`src/rtl/ines_load_ctrl.sv`:
```
// iNES image loader: parses the 16-byte header, skips an optional trainer, then streams PRG and CHR into memory.
// Latency: a byte accepted in cycle N reaches the FIFO head in N+1; memory writes are issued directly from the head.
// Backpressure: in_ready falls while the 4-entry FIFO is full; a mem_ready stall holds mem_addr/mem_wdata stable.
// Build option: define LOADER_TIMEOUT_EN to abort a stalled load with err_code=3 after 2^20-1 idle busy cycles.

module ines_load_fifo #(
    parameter int W = 8
) (
    input  logic         clk,
    input  logic         rst_n,
    input  logic         clr,
    input  logic         push,
    input  logic [W-1:0] push_dat,
    input  logic         pop,
    output logic [W-1:0] head_dat,
    output logic [2:0]   count
);
    logic [W-1:0] mem [4];
    logic [1:0]   wr_ptr;
    logic [1:0]   rd_ptr;

    // Pointers and occupancy; the owner only pushes when not full and only pops when not empty.
    always_ff @(posedge clk or negedge rst_n) begin
        if (!rst_n) begin
            wr_ptr <= '0;
            rd_ptr <= '0;
            count  <= '0;
        end else if (clr) begin
            wr_ptr <= '0;
            rd_ptr <= '0;
            count  <= '0;
        end else begin
            if (push) wr_ptr <= wr_ptr + 2'd1;
            if (pop)  rd_ptr <= rd_ptr + 2'd1;
            case ({push, pop})
                2'b10:   count <= count + 3'd1;
                2'b01:   count <= count - 3'd1;
                default: count <= count;
            endcase
        end
    end

    // Storage is write-only on push; contents are ignored while the queue is empty.
    always_ff @(posedge clk) begin
        if (push && !clr) mem[wr_ptr] <= push_dat;
    end

    assign head_dat = mem[rd_ptr];
endmodule

module ines_load_ctrl #(
    parameter logic [21:0] PRG_BASE      = 22'h000000,
    parameter logic [21:0] CHR_BASE      = 22'h080000,
    parameter int          MAX_PRG_BANKS = 32,
    parameter int          MAX_CHR_BANKS = 32
) (
    input  logic        clk,
    input  logic        reset_n,
    input  logic        start,
    input  logic [7:0]  in_data,
    input  logic        in_valid,
    output logic        in_ready,
    output logic        mem_we,
    output logic [21:0] mem_addr,
    output logic [7:0]  mem_wdata,
    input  logic        mem_ready,
    output logic        busy,
    output logic        done,
    output logic        error,
    output logic [1:0]  err_code,
    output logic [7:0]  mapper,
    output logic [7:0]  prg_banks,
    output logic [7:0]  chr_banks,
    output logic        mirror
);
    typedef enum logic [2:0] {
        S_IDLE, S_HEADER, S_TRAINER, S_PRG, S_CHR, S_DONE, S_ERROR
    } state_t;

    state_t      state, state_nxt;
    logic        rst_q;
    logic        rst_n;
    logic [7:0]  head_dat;
    logic [2:0]  count;
    logic        fifo_empty;
    logic        push, pop, fifo_clr;
    logic [3:0]  hdr_idx;
    logic        hdr_take;
    logic [21:0] offset;
    logic        off_inc, off_clr;
    logic        trainer_flag;
    logic        err_set;
    logic [1:0]  err_code_nxt;
    logic [7:0]  magic_byte;
    logic [21:0] prg_last, chr_last;
`ifdef LOADER_TIMEOUT_EN
    logic [19:0] idle_cnt;
`endif

    // Reset asserts asynchronously and releases on the first clock edge after reset_n rises.
    always_ff @(posedge clk or negedge reset_n) begin
        if (!reset_n) rst_q <= 1'b0;
        else          rst_q <= 1'b1;
    end
    assign rst_n = rst_q;

    ines_load_fifo #(.W(8)) u_fifo (
        .clk      (clk),
        .rst_n    (rst_n),
        .clr      (fifo_clr),
        .push     (push),
        .push_dat (in_data),
        .pop      (pop),
        .head_dat (head_dat),
        .count    (count)
    );

    assign fifo_empty = (count == 3'd0);
    assign push       = in_valid && in_ready && busy;
    assign prg_last   = {prg_banks, 14'd0} - 22'd1;
    assign chr_last   = {1'b0, chr_banks, 13'd0} - 22'd1;

    // Expected "NES\x1A" signature byte for the current header position.
    always_comb begin
        magic_byte = 8'h00;
        case (hdr_idx[1:0])
            2'd0: magic_byte = 8'h4E;
            2'd1: magic_byte = 8'h45;
            2'd2: magic_byte = 8'h53;
            2'd3: magic_byte = 8'h1A;
            default: magic_byte = 8'h00;
        endcase
    end

    // State register.
    always_ff @(posedge clk or negedge rst_n) begin
        if (!rst_n) state <= S_IDLE;
        else        state <= state_nxt;
    end

    // Next-state, handshake and memory-port decode.
    always_comb begin
        state_nxt    = state;
        fifo_clr     = 1'b0;
        pop          = 1'b0;
        in_ready     = 1'b0;
        mem_we       = 1'b0;
        mem_addr     = '0;
        mem_wdata    = '0;
        busy         = 1'b0;
        done         = (state == S_DONE);
        error        = (state == S_ERROR);
        hdr_take     = 1'b0;
        off_inc      = 1'b0;
        off_clr      = 1'b0;
        err_set      = 1'b0;
        err_code_nxt = 2'd0;
        case (state)
            S_IDLE, S_DONE, S_ERROR: begin
                // Idle holds the source off; terminal states sink and drop bytes.
                in_ready = (state != S_IDLE);
                if (start) begin
                    fifo_clr  = 1'b1;
                    state_nxt = S_HEADER;
                end
            end
            S_HEADER: begin
                busy     = 1'b1;
                in_ready = (count < 3'd4);
                if (!fifo_empty) begin
                    pop      = 1'b1;
                    hdr_take = 1'b1;
                    if (hdr_idx < 4'd4 && head_dat != magic_byte) begin
                        state_nxt    = S_ERROR;
                        err_set      = 1'b1;
                        err_code_nxt = 2'd1;
                    end else if (hdr_idx == 4'd15) begin
                        if (prg_banks == 8'd0 || int'(prg_banks) > MAX_PRG_BANKS ||
                            int'(chr_banks) > MAX_CHR_BANKS) begin
                            state_nxt    = S_ERROR;
                            err_set      = 1'b1;
                            err_code_nxt = 2'd2;
                        end else begin
                            state_nxt = trainer_flag ? S_TRAINER : S_PRG;
                        end
                    end
                end
            end
            S_TRAINER: begin
                busy     = 1'b1;
                in_ready = (count < 3'd4);
                if (!fifo_empty) begin
                    pop = 1'b1;
                    if (offset == 22'd511) begin
                        off_clr   = 1'b1;
                        state_nxt = S_PRG;
                    end else begin
                        off_inc = 1'b1;
                    end
                end
            end
            S_PRG, S_CHR: begin
                busy      = 1'b1;
                in_ready  = (count < 3'd4);
                mem_we    = !fifo_empty;
                mem_addr  = ((state == S_PRG) ? PRG_BASE : CHR_BASE) + offset;
                mem_wdata = fifo_empty ? 8'h00 : head_dat;
                if (!fifo_empty && mem_ready) begin
                    pop = 1'b1;
                    if (state == S_PRG && offset == prg_last) begin
                        off_clr   = 1'b1;
                        state_nxt = (chr_banks != 8'd0) ? S_CHR : S_DONE;
                    end else if (state == S_CHR && offset == chr_last) begin
                        off_clr   = 1'b1;
                        state_nxt = S_DONE;
                    end else begin
                        off_inc = 1'b1;
                    end
                end
            end
            default: state_nxt = S_IDLE;
        endcase
`ifdef LOADER_TIMEOUT_EN
        // A source silent for too long aborts the load; suppress any write that cycle.
        if (busy && idle_cnt == 20'hFFFFF) begin
            state_nxt    = S_ERROR;
            err_set      = 1'b1;
            err_code_nxt = 2'd3;
            pop          = 1'b0;
            mem_we       = 1'b0;
            mem_addr     = '0;
            mem_wdata    = '0;
            hdr_take     = 1'b0;
            off_inc      = 1'b0;
            off_clr      = 1'b0;
        end
`endif
    end

    // Byte offset (trainer skip count, then PRG/CHR write address) and header position.
    always_ff @(posedge clk or negedge rst_n) begin
        if (!rst_n) begin
            offset  <= '0;
            hdr_idx <= '0;
        end else if (fifo_clr) begin
            offset  <= '0;
            hdr_idx <= '0;
        end else begin
            if (off_clr)      offset <= '0;
            else if (off_inc) offset <= offset + 22'd1;
            if (hdr_take)     hdr_idx <= hdr_idx + 4'd1;
        end
    end

    // Header fields and error code; held until the next start.
    always_ff @(posedge clk or negedge rst_n) begin
        if (!rst_n) begin
            prg_banks    <= '0;
            chr_banks    <= '0;
            mapper       <= '0;
            mirror       <= 1'b0;
            trainer_flag <= 1'b0;
            err_code     <= '0;
        end else if (fifo_clr) begin
            prg_banks    <= '0;
            chr_banks    <= '0;
            mapper       <= '0;
            mirror       <= 1'b0;
            trainer_flag <= 1'b0;
            err_code     <= '0;
        end else begin
            if (err_set) err_code <= err_code_nxt;
            if (hdr_take) begin
                case (hdr_idx)
                    4'd4: prg_banks <= head_dat;
                    4'd5: chr_banks <= head_dat;
                    4'd6: begin
                        mirror       <= head_dat[0];
                        trainer_flag <= head_dat[2];
                        mapper[3:0]  <= head_dat[7:4];
                    end
                    4'd7: mapper[7:4] <= head_dat[7:4];
                    default: ;
                endcase
            end
        end
    end

`ifdef LOADER_TIMEOUT_EN
    // Busy cycles since the last accepted input byte, saturating at the abort threshold.
    always_ff @(posedge clk or negedge rst_n) begin
        if (!rst_n)                     idle_cnt <= '0;
        else if (!busy || push)         idle_cnt <= '0;
        else if (idle_cnt != 20'hFFFFF) idle_cnt <= idle_cnt + 20'd1;
    end
`endif
endmodule

```
`config.mk`:
```
export PLATFORM = sky130hd
export DESIGN_NAME = ines_load_ctrl
export DESIGN_NICKNAME = d
export VERILOG_FILES = /design/src/rtl/ines_load_ctrl.sv
export SDC_FILE = /design/constraint.sdc
export NUM_CORES = 1
export LEC_CHECK = 0
export ABC_AREA = 1
export BUFFER_PORTS_ARGS = -buffer_cell sky130_fd_sc_hd__buf_4
export CORE_UTILIZATION = 55
export CTS_BUF_LIST = sky130_fd_sc_hd__clkbuf_2 sky130_fd_sc_hd__clkbuf_4 sky130_fd_sc_hd__clkbuf_8
export CTS_CLUSTER_DIAMETER = 50
export DETAILED_ROUTE_END_ITERATION = 8
export GPL_ROUTABILITY_DRIVEN = 0
export GPL_TIMING_DRIVEN = 0
export HOLD_SLACK_MARGIN = 0.06
export PLACE_DENSITY = 0.78
export SYNTH_ARGS = -nofsm -noshare
export SYNTH_HDL_FRONTEND = slang
export SYNTH_SLANG_ARGS = --single-unit
```
`constraint.sdc`:
```
create_clock -name clk -period 4.1 [get_ports clk]
set_clock_uncertainty 0.1 [all_clocks]
set_input_delay 1.025 -clock clk [delete_from_list [all_inputs] [get_ports clk]]
set_output_delay 1.025 -clock clk [all_outputs]
set_load 0.03 [all_outputs]
```
### Word level (Yosys, flattened, before mapping)

Memory sizes are Yosys's and may differ from the RTL's.
Cells that the tools add are included.
W data, S select, Z words.

| operators by class | value |
|---|---|
| add/sub/neg operators | 9 |
| $lt $le $gt $ge | 4 |
| equality and inequality tests | 27 |
| mux-type cells | 80 |
| reductions and logical operators | 36 |

Operator list:

| operator | count |
|---|---|
| $mux W22 | 4 |
| $mux W8 | 10 |
| $eq A22 B22 Y1 | 2 |
| $mux W3 | 11 |
| $mux W1 | 32 |
| $pmux W8 S4 | 1 |
| $add A20 B22 Y22 | 1 |
| $add A22 B1 Y22 const B | 1 |
| $eq A22 B9 Y1 const B | 1 |
| $mux W2 | 11 |
| $sub A21 B1 Y22 const B | 1 |
| $sub A22 B1 Y22 const B | 1 |
| $mux W20 | 1 |
| $eq A4 B3 Y1 const B | 4 |
| $gt A8 B6 Y1 const B | 2 |
| $mux W4 | 4 |
| $reduce_bool A2 Y1 | 8 |
| $pmux W3 S4 | 1 |
| $ne A2 B2 Y1 const B | 5 |
| $eq A3 B3 Y1 const B | 3 |
| $reduce_bool A3 Y1 | 3 |
| $logic_not A8 Y1 | 1 |
| $ne A8 B8 Y1 | 1 |
| $pmux W1 S2 | 4 |
| other kinds (24) | 43 |

| word-level totals | value |
|---|---|
| bits in registers | 65 |
| RAM bits | 32 |
| input bits | 13 |
| logic and storage cells | 171 |
| memories | 1 |

Memory list:

| memory | words | bits a word | rd ports | clocked after Yosys merged registers in | wr ports | RTL line | source |
|---|---|---|---|---|---|---|---|
| u_fifo.mem | 4 | 8 | 1 | 0 | 1 | 18 | `logic [W-1:0] mem [4];` |

### Logic depth before layout (Yosys ltp)

Gate-level depths: netlist (run 1).

| depth | value |
|---|---|
| depth after elaboration | 10 |
| gate-level depth with buffers | 18 |
| mapped depth without buffers | 18 |

### By module

Synthesis (run 1) repeated with hierarchy kept, for this count alone.

| unflattened totals | value |
|---|---|
| cell total of the unflattened synthesis | 871 |
| area, all modules | 6274.8 µm² |

Modules (own cells, without submodules):

| module | times used | cells an instance | area each (µm²) | seq. area each (µm²) |
|---|---|---|---|---|
| ines_load_ctrl | 1 | 735 | 4633.2 | 1451.4 |
| ines_load_fifo | 1 | 136 | 1641.6 | 1136.1 |

### Worst setup path after synthesis (run 1)

OpenSTA, ideal clock, no wires.

| timing | value |
|---|---|
| path kind | reg-to-output |
| start | register state[1] |
| end | output mem_wdata[0] |
| arrival | 2.025 ns |
| required time | 2.975 ns |
| path slack | 0.950 ns |
| stages on the path, launching flop included | 8 |
| path buffers | 0 |
| cells stage by stage | dfrtp_1 -> nor2_1 -> nand2_1 -> nand2_2 -> inv_1 -> nor2_1 -> inv_1 -> nor2_1 |

| on the way | value |
|---|---|
| word-level cells in the longest chain between the ends | 3 |

Ends and longest elaborated chain:

| item | RTL line | source |
|---|---|---|
| from (decl) | 80 | `state_t state, state_nxt;` |
| from (signal assigned) | 138 | `else state <= state_nxt;` |
| $eq A3 B2 Y1 / $eq A3 B3 Y1 (equally long branches) | 158 | `case (state)` |
| $reduce_or A2 Y1 (*) | 158 |  |
| $mux W8 (*) | 158 |  |
| to (decl) | 65 | `output logic [7:0] mem_wdata,` |

Every way passes the cells marked *; elsewhere a longest branch is shown, timed or not.

### Worst setup path after layout (run 1)

| timing | value |
|---|---|
| start | register state[2] |
| end | output mem_wdata[2] |

The elaborated chain is that of the path after synthesis.

==> impl_metrics.tcl, run 1 <==
set metrics [dict create \
    status "completed" \
    cts_buffers 9 \
    min_path_type "flop to asynchronous set/reset pin" \
    cp_slowest_cell "dfrtp_1" \
    slowest_delay_ps 420 \
    fin_cells 1057 \
    clk_latency_ps 380 \
    synth_area_leaders "dfrtp_1, edfxtp_1, nand2_1" \
    dr.first_iter.drc_count 536 \
    cp-startpoint "state[2]" \
    area_growth_pct 15.42 \
    ys.warnings.count 0 \
    pin_count 75 \
    avgSynthCellArea_um2 7.263 \
    initial_utilization 0.5762 \
    synth.distinct_cells 39 \
    yosys.area.top_type_share 0.2698 \
    totalWireLength_mm 15.98 \
    crit_chain "inv_2 -> nand3_2 -> nand2_2 -> inv_1 -> nor2_1 -> inv_1 -> nor2_1 -> buf_4" \
    cts_tree "yes" \
    synth_seq_cells 97 \
    grt_use_total 0.3009 \
    syn_nets 862 \
    path_depth 8 \
    setup_viol 0 \
    dpl_cell_area_um2 6775 \
    num-nets-final 948 \
    drv_slew 0 \
    hold_violations 0 \
    critPathMaxFanout 8 \
    worstMarginPinSlew_ps 770.3 \
    finalPower_mw 4.822 \
    clock-root-buffer "clkbuf_8" \
    synthCells 830 \
    r2r-end "offset[16]" \
    cts_sinks 97 \
    power_density_nw_per_um2 693.0 \
    r2r_setup_slack_ps 1660 \
    grt_pass1_wl_mm 26.97 \
    crit_family "simple AND/OR/NAND/NOR gates" \
    die_w_um 106.7 \
    seq_area_frac_synth 0.4292 \
    worstPathArrival_ps 2260 \
    num_rows 37 \
    setup_ws_ps 715.1 \
    cp-endpoint "mem_wdata[2]" \
    final.min_clock_period_ps 3385 \
    fill_cells 894 \
    diodes 0 \
    mappedNetlistArea_um2 6028 \
    r2r_start "prg_banks[0]" \
    drive_gt1_frac 0.1520 \
    leakage_nw 3.521 \
    post-route-cell-area_um2 6958 \
    ir_worst_vdd_v 0.0006043 \
    grt_antenna_before_repair 0 \
    cts.path.max_buffers 2 \
    die_area_um2 11380 \
    dp.cells 1041 \
    drc 0 \
    crit_type "flop to output port" \
    drv_cap 0 \
    final_util 0.6650 \
    cts_resized 0 \
    reg2regPathDepth 15 \
    wl_per_cell_um 15.12 \
    maxSlewHeadroom 0.4846 \
    crit_buf_inv 4 \
    grt_pass1_vias 5676 \
    rsz0062_at_grt "false" \
    htree_levels 3 \
    grt_overflow 0 \
    fin_tns_setup_ps 0 \
    die_h_um 106.7 \
    pre_cts_slack_ps 1179 \
    ant_nets 0 \
    vias 5746 \
    io_buffers 74 \
    clk_pin_slew_ps 100 \
    postCtsSetupBuffers 0 \
    fin_crit_sh 0.8256 \
    ctsHoldBuffers 0 \
    yosys.area.top_type "dfrtp_1" \
    hpwl_mm 12.35 \
    core_um2 10460 \
    start_kind "flop" \
    finalHoldWorstSlack_ps 221.2 \
    cp.required_ps 2970 \
    vias_per_cell 5.436 \
    grt_max_degree 37 \
    dr.pass1.iters 5 \
    critPathCaptureType "output port" \
    clock.fmax_mhz 295.4 \
]
-- cell families (layout without fill, tap and decap cells) --
family,after synthesis,after routing,synth area share
simple gates,478,478,0.3396
buf+inv,136,227,0.09195
flops,97,97,0.4292
compound gates,86,86,0.07908
fa+ha+maj,19,19,0.04068
xor+xnor,13,13,0.01889
other cells,1,1,0.0006221
-- report_power, final --
group	internal, mW	switching [mW]
Sequential	1.20	0.197
Combinational	0.885	1.93
Clock	0.234	0.376
Total	2.32	2.50
-- how the worst min path moves through the flow --
stage | slack [ps] | cells past startpoint | endpoint
6_report | 220 | 0 | offset[4]
5_1_grt | 280 | 0 | offset[9]
4_1_cts | 240 | 0 | chr_banks[1]
3_5_place_dp | 230 | 0 | u_fifo.wr_ptr[0]
3_3_place_gp | 380 | 2 | mapper[4]
2_1_floorplan | 350 | 2 | trainer_flag
-- Yosys cell counts --
library cell and number:
nand2_1 254, inv_1 111, nor2_1 105, nand3_1 70, dfrtp_1 65, o21ai_0 44
edfxtp_1 32, ha_1 18, nand4_1 18, o21ai_1 17, a21oi_1 12, xor2_1 9
inv_2 8, buf_2 7, nor3_1 7, nand2_2 5, nor2_2 5, o22ai_1 5
nand3_2 4, xnor2_1 4, buf_6 3, nor2_4 3, a21oi_2 2, buf_1 2
buf_4 2, clkbuf_2 2, nand3b_1 2, nor3_2 2, o2111ai_1 2, a21boi_0 1
conb_1 1, fa_1 1, inv_4 1, nand2b_1 1, nand3_4 1, nor4_1 1
o21ai_2 1, o21ai_4 1, o22ai_2 1
-- cell usage in the layout (no fill, tap or decap), types with 7 or more instances in the layout --
master and count:
a21oi_1 12, nand3_1 70, xor2_1 9, inv_1 111, inv_2 8, o21ai_1 17
nand4_1 18, nor2_1 105, ha_1 18, o21ai_0 44, buf_4 76, clkbuf_8 9
buf_2 7, nor3_1 7, edfxtp_1 32, dfrtp_1 64, nand2_1 254
-- registers in the layout, indices dropped and copies added (netlist names) --
| signal | cells |
|---|---|
| chr_banks | 8 |
| err_code | 2 |
| hdr_idx | 4 |
| mapper | 8 |
| mirror | 1 |
| offset | 22 |
| prg_banks | 8 |
| rst_n | 1 |
| state | 3 |
| trainer_flag | 1 |
| u_fifo.count | 3 |
| u_fifo.mem | 32 |
| u_fifo.rd_ptr | 2 |
| u_fifo.wr_ptr | 2 |
-- metal layers --
layer,track usage,vias to the layer above,share of wire
li1,-,2814,-
met3,0.03283,38,0.058
met4,0.1331,0,0.027
met5,0,-,0
met2,0.5023,217,0.47
met1,0.3961,2677,0.44
-- area by class of cell --
class	count	area, um2	area share
Timing Repair Buffer	75	575.6	0.08272
Multi-Input combinational cell	597	2887	0.4149
Tap cell	136	170.2	0.02446
Inverter	120	452.9	0.06510
Sequential cell	97	2589	0.3721
Clock buffer	9	123.9	0.01780
Clock inverter	7	58.81	0.008452
Buffer	16	101.3	0.01457
Note: power is estimated with default switching activity, not from simulation.
==> run 2, diff against run 1 <==
Settings changed: ABC_AREA 1 to 0.
Clock period 4.1 ns to 3.4 ns, I/O delays scaled along.
==> run 2 against run 1 <==
Critical path depth up 3. Critical endpoint is now offset[11]. Sequential power grew 4%. Worst hold slack lost 100 ps. Die area down 2.9%. Count of clock-buffer cells in the layout stayed put. Utilization down 0.58 points. Global-route usage shrank 2.9 points. Final cell count decreased by 21%. Largest power group is now registers.
==> impl_metrics.tcl, run 2 <==
set metrics [dict create \
    status "completed" \
    slowest_delay_ps 490 \
    drv_cap 0 \
    r2r_start "prg_banks[1]" \
    cp.required_ps 3630 \
    dr.pass1.iters 7 \
    die_h_um 105.2 \
    seq_area_frac_synth 0.4422 \
    start_kind "flop" \
    fin_cells 838 \
    post-route-cell-area_um2 6805 \
    hold_violations 0 \
    die_area_um2 11060 \
    yosys.area.top_type "dfrtp_1" \
    dp.cells 822 \
    avgSynthCellArea_um2 9.562 \
    synth-async-reset-ratio 0.6701 \
    dpl_cell_area_um2 6581 \
    grt_pass1_vias 4863 \
    syn_nets 644 \
    maxSlewHeadroom 0.4354 \
    yosys.area.top_type_share 0.2780 \
    die_w_um 105.2 \
    crit_type "flop to flop" \
    cp_slowest_cell "or4b_1" \
    totalWireLength_mm 14.58 \
    synth_area_leaders "dfrtp_1, edfxtp_1, a21oi_1" \
    setup_viol 0 \
    core_um2 10320 \
    largest_reg_flops 32 \
    leakage_nw 2.859 \
    mappedNetlistArea_um2 5852 \
    diodes 0 \
    synth-edff-count 32 \
    htree_levels 3 \
    num_rows 37 \
    setup_ws_ps 246.9 \
    vias 5091 \
    synthCells 612 \
    drive_gt1_frac 0.1980 \
    yosysMostFrequentCell "dfrtp_1" \
    synth_seq_cells 97 \
    grt_overflow 0 \
    ys.flop_type "dfrtp_1" \
    finalPower_mw 3.647 \
    final_util 0.6592 \
    ys.warnings.count 0 \
    io_buffers 74 \
    dr.first_iter.drc_count 385 \
    hpwl_mm 10.68 \
    pin_count 75 \
    worstPathArrival_ps 3380 \
    critPathCaptureType "flop" \
    clock.fmax_mhz 317.2 \
    grt_use_total 0.2717 \
    ant_nets 0 \
    fin_tns_setup_ps 0 \
    ctsHoldBuffers 0 \
    final_cell_mix "buf_4, dfrtp_1, nand2_1, a21oi_1, nand3_1" \
    cts_buffers 9 \
    cts.path.max_buffers 2 \
    min_path_type "primary input to asynchronous set/reset pin" \
    worstMarginPinSlew_ps 846.9 \
    finalHoldWorstSlack_ps 117.6 \
    critPathMaxFanout 9 \
    ir_worst_vdd_v 0.0004750 \
    clock-root-buffer "clkbuf_8" \
    initial_utilization 0.5668 \
    drc 0 \
    grt_antenna_before_repair 0 \
    vias_per_cell 6.075 \
    final.min_clock_period_ps 3153 \
    synth.distinct_cells 69 \
    layout_commonest_cell "buf_4" \
    cts_sinks 97 \
    postCtsSetupBuffers 0 \
    fin_crit_sh 0.9274 \
    clk_pin_slew_ps 110 \
    area_growth_pct 16.29 \
    drv_slew 0 \
    grt_pass1_wl_mm 23.45 \
    grt_max_degree 65 \
    reg.largest.list "u_fifo.mem x32, offset x22" \
    crit_chain "buf_2 -> inv_1 -> ha_1 -> nor3_1 -> nor4b_1 -> a41o_1 -> o31ai_1 -> o32ai_2 -> a31oi_1 -> or4b_1 -> nand2_1" \
    fill_cells 831 \
    cp-startpoint "prg_banks[1]" \
    netlist_top_cells_count "dfrtp_1, a21oi_1, nand2_1" \
    power_density_nw_per_um2 535.9 \
    rsz0062_at_grt "false" \
    cts_tree "yes" \
    wl_per_cell_um 17.39 \
    regMostFlops "u_fifo.mem" \
    clk_latency_ps 390 \
    num-nets-final 729 \
    pre_cts_slack_ps 61.80 \
]
-- run 2: cell count changes after synthesis, sizes merged, moves of 28 or more --
cell / change
nand2: -202
inv: -98
nor2: -75
a21oi: +42
o21ai: -42
nand3: -29
and2: +28
-- run 2: final timing paths --
path / slack, ps / cells past startpoint / endpoint
worst max-delay path: 250 / 11 / offset[11]
worst min-delay path: 120 / 1 / rst_n
worst max register to register: 250 / 11 / offset[11]
worst min register to register: 330 / 0 / trainer_flag
max in group asynchronous: 2290 / 0 / offset[1]
min in group clk: 430 / 2 / mapper[4]
-- run 2: area by class of cell --
| type | instances | area (um2) | share of cell area |
|---|---|---|---|
| multi-input cells | 455 | 3004 | 0.4414 |
| flip-flops and latches | 97 | 2591 | 0.3808 |
| repair buffers | 74 | 555.5 | 0.08163 |
| plain buffers | 38 | 186.4 | 0.02739 |
| well taps | 136 | 170.2 | 0.02500 |
| clock buffers | 9 | 123.9 | 0.01820 |
| clock inverters | 7 | 91.34 | 0.01342 |
| inverters | 22 | 82.58 | 0.01213 |
-- run 2: cells by family after synthesis --
| family | count (synthesis) | synth area share |
|---|---|---|
| AO/OA/AOI/OAI | 129 | 0.1381 |
| flip-flops | 97 | 0.4422 |
| XOR/XNOR | 32 | 0.04789 |
| AND/OR/NAND/NOR | 258 | 0.2401 |
| multiplexers | 14 | 0.03977 |
| other | 1 | 0.0006408 |
| buffers and inverters | 60 | 0.04597 |
| adder cells (fa/ha/maj) | 21 | 0.04533 |
-- run 2: repair_timing --
item	4_1_cts	5_1_grt
gates resized for setup	0	2
setup endpoints to repair	0	13
hold endpoints to repair	0	0
-- run 2: critical path, delay by kind of cell (launching register included) --
family                     cells  cell delay, ps
and+or+nand+nor                4             810
AOI/OAI and AO/OA              4            1300
buffers and inverters          2             270
DFF                            1             390
adders and majority gates      1             220
-- run 2: where the power goes --
group	internal, mW	switching [mW]	total [mW]
registers	1.35	0.111	1.46
logic	0.521	0.834	1.35
clock network	0.363	0.469	0.833
-- run 2: metal layers --
layer	track usage	up-vias	wire length [um]
met5	0	-	0
met4	0.1076	0	321
met3	0.04803	40	867
met2	0.4503	214	7175
met1	0.3543	2463	6213
li1	-	2374	-
